### config.mk
export PLATFORM = sky130hd
export DESIGN_NAME = sram_responder
export DESIGN_NICKNAME = d
export VERILOG_FILES = /design/src/rtl/sram_responder.sv
export SDC_FILE = /design/constraint.sdc
export NUM_CORES = 2
export LEC_CHECK = 0
export ABC_AREA = 0
export BUFFER_PORTS_ARGS = -buffer_cell sky130_fd_sc_hd__buf_2
export CAP_MARGIN = 20
export CORE_ASPECT_RATIO = 1.1
export CORE_MARGIN = 2
export CORE_UTILIZATION = 60
export DETAILED_ROUTE_END_ITERATION = 7
export GPL_ROUTABILITY_DRIVEN = 1
export PLACE_DENSITY = 0.78
export SLEW_MARGIN = 20
export SYNTH_ARGS = -nofsm -noshare
export SYNTH_HDL_FRONTEND = slang
export SYNTH_SLANG_ARGS = --single-unit
### constraint.sdc
create_clock -name clk -period 6.28 [get_ports clk]
set_clock_uncertainty 0.1 [all_clocks]
set_input_delay 0.314 -clock clk [delete_from_list [all_inputs] [get_ports clk]]
set_output_delay 0.314 -clock clk [all_outputs]
set_load 0.02 [all_outputs]
### src/rtl/sram_responder.sv
// Target side of the SRAM access protocol: a flop-based word scratchpad that
// answers each accepted request after LATENCY cycles with a one-cycle ack.
module sram_responder #(
  parameter int ADDR_BITS  = 16,
  parameter int DEPTH_BITS = 6,
  parameter int DATA_BITS  = 32,
  parameter int LATENCY    = 3
) (
  input  logic                 clk,
  input  logic                 n_rst,
  input  logic                 req,
  input  logic                 read_enable,
  input  logic                 write_enable,
  input  logic [ADDR_BITS-1:0] address,
  input  logic [DATA_BITS-1:0] w_data,
  output logic [DATA_BITS-1:0] r_data,
  output logic                 ack,
  output logic                 busy,
  output logic                 err
);

  localparam int WORDS = 1 << DEPTH_BITS;
  localparam logic [3:0] COUNT_LOAD = (LATENCY > 1) ? 4'(LATENCY - 2) : 4'd0;

  typedef enum logic [1:0] {IDLE, WAIT, RESP} state_t;

  state_t               state_reg, state_next;
  logic [3:0]           count_reg, count_next;
  logic [ADDR_BITS-1:0] addr_reg;
  logic [DATA_BITS-1:0] wdata_reg;
  logic                 rd_reg, wr_reg;
  logic [DATA_BITS-1:0] rdata_reg;
  logic [DATA_BITS-1:0] mem_reg [WORDS];
  logic [WORDS-1:0]     word_we;

  logic                  accept, enter_resp, commit;
  logic                  op_rd, op_wr, op_ok, range_ok;
  logic [ADDR_BITS-1:0]  op_addr;
  logic [DEPTH_BITS-1:0] index;

  // With LATENCY=1 the accept edge is also the edge entering RESP, so the
  // request fields must come straight from the inputs on that edge.
  assign accept   = (state_reg == IDLE) && req;
  assign op_rd    = accept ? read_enable  : rd_reg;
  assign op_wr    = accept ? write_enable : wr_reg;
  assign op_addr  = accept ? address      : addr_reg;
  assign op_ok    = op_rd ^ op_wr;
  assign range_ok = (op_addr >> DEPTH_BITS) == '0;
  assign index    = op_addr[DEPTH_BITS-1:0];

  assign enter_resp = (state_next == RESP) && (state_reg != RESP);
  assign commit     = (state_reg == RESP) && op_wr && !op_rd && range_ok;

  always_comb begin
    state_next = state_reg;
    count_next = count_reg;
    ack        = 1'b0;
    busy       = 1'b0;
    err        = 1'b0;
    case (state_reg)
      IDLE: begin
        if (req) begin
          if (LATENCY == 1) begin
            state_next = RESP;
          end else begin
            state_next = WAIT;
            count_next = COUNT_LOAD;
          end
        end
      end
      WAIT: begin
        busy = 1'b1;
        if (count_reg == 4'd0) begin
          state_next = RESP;
        end else begin
          count_next = count_reg - 4'd1;
        end
      end
      RESP: begin
        busy       = 1'b1;
        ack        = 1'b1;
        err        = !(op_ok && range_ok);
        state_next = IDLE;
      end
      default: state_next = IDLE;
    endcase
  end

  always_ff @(posedge clk or negedge n_rst) begin
    if (!n_rst) begin
      state_reg <= IDLE;
      count_reg <= '0;
      addr_reg  <= '0;
      wdata_reg <= '0;
      rd_reg    <= 1'b0;
      wr_reg    <= 1'b0;
    end else begin
      state_reg <= state_next;
      count_reg <= count_next;
      if (accept) begin
        addr_reg  <= address;
        wdata_reg <= w_data;
        rd_reg    <= read_enable;
        wr_reg    <= write_enable;
      end
    end
  end

  // Out-of-range reads return zero rather than an aliased word.
  always_ff @(posedge clk or negedge n_rst) begin
    if (!n_rst) begin
      rdata_reg <= '0;
    end else if (enter_resp && op_rd && !op_wr) begin
      rdata_reg <= range_ok ? mem_reg[index] : '0;
    end
  end

  assign r_data = rdata_reg;

  generate
    for (genvar gi = 0; gi < WORDS; gi++) begin : g_word_we
      assign word_we[gi] = commit && (index == DEPTH_BITS'(gi));
    end
  endgenerate

  always_ff @(posedge clk or negedge n_rst) begin
    if (!n_rst) begin
      for (int i = 0; i < WORDS; i++) begin
        mem_reg[i] <= '0;
      end
    end else begin
      for (int i = 0; i < WORDS; i++) begin
        if (word_we[i]) begin
          mem_reg[i] <= wdata_reg;
        end
      end
    end
  end

endmodule

==> impl_metrics.toml <==
[final_layout]
nets = 7280
syn2layout_area_growth_pct = 10.2
drive_above_1_share_pct = 38.5
finish.instance_area_sq_mm = 0.107
fillers = 11100
largest_reg_flops = 2048

[routing]
ant_nets = 0
viasPerCell = 6.87
wirelength_microns = 302000
wl_per_cell_microns = 31.7
drtIter0Drc = 7990
drc = 0
drt-pass1-iter-count = 7
vias = 65300

[die]
die_h_microns = 426
die_w_microns = 388
core_area_sq_mm = 0.161
core.rowCount = 154
io_pins = 88
die-area_sq_mm = 0.165
initial_core_util_pct = 60.6

[synth]
synth-async-reset-ratio_pct = 100
ys_ff_latch = 2136
mappedNetlistArea_sq_mm = 0.0972
synth.net_count = 7469
synth_cell_types = 76
syn_inst = 7412
synth_area_leaders = "dfrtp_1, mux2_2, mux2i_1"
ys.warnings.count = 0
yosysMostFrequentCell = "dfrtp_1"
ys.flop_type = "dfrtp_1"
synth-seq-area-share_pct = 55.0
yosys.area.top_type_share_pct = 55.0
synthTopCellsByCount = "dfrtp_1, mux2_2, nand2_1"
yosys.area.top_type = "dfrtp_1"
synth-edff-count = 0
syn_area_per_cell_sq_um = 13.1

[pwr]
vdd_drop_max_mv = 0.555
p_per_area_mw_per_mm2 = 366
power_mw = 39.2
switchingPower_mw = 15.1
clockPowerShare_pct = 32.4
p_comb_share_pct = 30.6
leakage_nw = 51.8
swShare_pct = 38.5
p_seq_share_pct = 37.0
internal-power_mw = 24.1

[sta]
maxSlewViolCount = 0
max_freq_mhz = 186
tns_ps = 0
tightest_slew_ps = 1210
hold_viol_final = 0
setup_ws_ps = 890
slew-limit-headroom_pct = 18.9
min_period_over_period_pct = 85.8
rsz0062_at_grt = "false"
hold-worst-slack_ps = 81.4
setup_viol = 0
fin_crit_ps = 5390

[global_route]
grt_max_degree = 175
antenna_found_initial = 20
grt_pass1_wl_microns = 446000
grt_pass1_vias = 67000
globalRoute.totalOverflow = 0
grt_usage_pct = 36.7

[placement]
place_area_sq_mm = 0.0996
pre_cts_ws_ps = 1150
hpwl_microns = 172000
port_buffers = 87
place.gp.congestion = 0.893

[cts]
cts.path.max_buffers = 3
cts_buffers = 207
post-cts-setup-buffer-count = 0
ctsResizeCount = 0
cts-root-buf = "clkbuf_16"
clock_latency_ps = 880
cts_tree = "built"
numClockSinks = 2136
path_clk_slew_ps = 60
htree_levels = 4

[min_path]
hp-start = "w_data[28]"
min_path_type = "input port to flip-flop"

[flow_run]
max_cap_violations = 0

[worst_setup_path]
cp_data_required_time_ps = 6920
cp_max_fo = 59
r2r_start = "state_reg[1]"
critical_path_class = "flip-flop to flip-flop"
crit_start = "state_reg[1]"
worstSetupStartpointType = "flip-flop"
crit_path_end_kind = "flip-flop"
arrival_ps = 6030

[outcome]
status = "finished clean"
==> critical path, stage by stage, from the launching register on <==
cell and delay (ps):
dfrtp_1 420, inv_1 110, ha_1 170, buf_4 290, and2_4 940, nand4_1 280, o21ai_2 350, nand3_1 830
nor2_4 610, buf_4 610, mux2_2 420
==> layer usage <==
layer	routed length, microns	up-vias	GRT usage, %
met5	137	-	0.317
met4	20400	20	22.0
met3	33200	1096	10.3
met2	136000	3740	55.6
met1	112000	34100	47.3
li1	-	26300	-
==> cell usage in the layout (no fill, tap or decap), types with 50 or more instances in the layout <==
cell,netlist,routed
a211oi_1,66,66
nand2_1,810,782
clkbuf_16,0,208
buf_4,42,143
nor2_1,126,101
mux2_1,55,55
clkbuf_1,376,56
a31oi_1,159,158
mux2i_1,378,376
a21oi_1,126,126
buf_2,284,86
and3_1,68,68
dlygate4sd3_1,0,50
nand3_1,165,156
clkbuf_8,0,67
o221ai_1,94,94
o22ai_1,61,61
mux4_2,127,127
mux2_2,1968,1968
dfrtp_1,2136,2124
==> through the flow <==
step / utilization (%) / std cells
floorplan: - / 7412
global placement: 62.1 / 9069
detailed placement: 62.1 / 9070
CTS: 66.7 / 9499
global route: 66.7 / 9502
finish: 66.7 / 9506
==> power by group through the flow <==
stage               Sequential (mW)  Combinational [mW]  Clock (mW)
global placement               14.7                11.4           0
detailed placement             14.7                11.5           0
floorplan                      14.3                7.27           0
finish                         14.5                12.0        12.7
global route                   14.5                12.3        13.4
CTS                            14.5                11.6        12.8
==> path summary, 6_finish.rpt <==
kind | endpoint | slack, ps | cells after the start
max in group asynchronous | mem_reg[953] | 3820 | 5
worst min register to register | addr_reg[12] | 380 | 2
worst max register to register | mem_reg[342] | 890 | 10
worst max-delay path | mem_reg[342] | 890 | 10
worst min-delay path | wdata_reg[28] | 80 | 4
min in group asynchronous | mem_reg[937] | 490 | 3
==> area by class of cell <==
type                    count  area (sq um)  area share (%)
inverters                  14          82.6          0.0771
clock buffers             331          6340            5.92
well taps                2106          2640            2.46
multi-input cells        4536         41000            38.2
flip-flops and latches   2136         53500            49.9
repair buffers            328          2990            2.79
clock inverters            48           627           0.585
diodes                      7          17.5          0.0164
==> cells by family (layout without fill, tap and decap cells) <==
family / after synthesis / count (layout) / synth area share, %
other: 0 / 7 / 0
AND/OR/NAND/NOR: 1259 / 1259 / 5.55
buffers and inverters: 740 / 721 / 3.45
XOR/XNOR: 2 / 2 / 0.0180
adder cells (fa/ha/maj): 4 / 4 / 0.0515
flip-flops: 2136 / 2136 / 55.0
AO/OA/AOI/OAI: 710 / 710 / 5.15
multiplexers: 2561 / 2561 / 30.8
==> what timing repair did <==
| item | 4_1_cts | 5_1_grt |
|---|---|---|
| endpoints found under the setup margin | 0 | 0 |
| endpoints found under the hold margin | 197 | 0 |
| hold buffers | 50 | 0 |
Power figures use the tool's default switching activity.
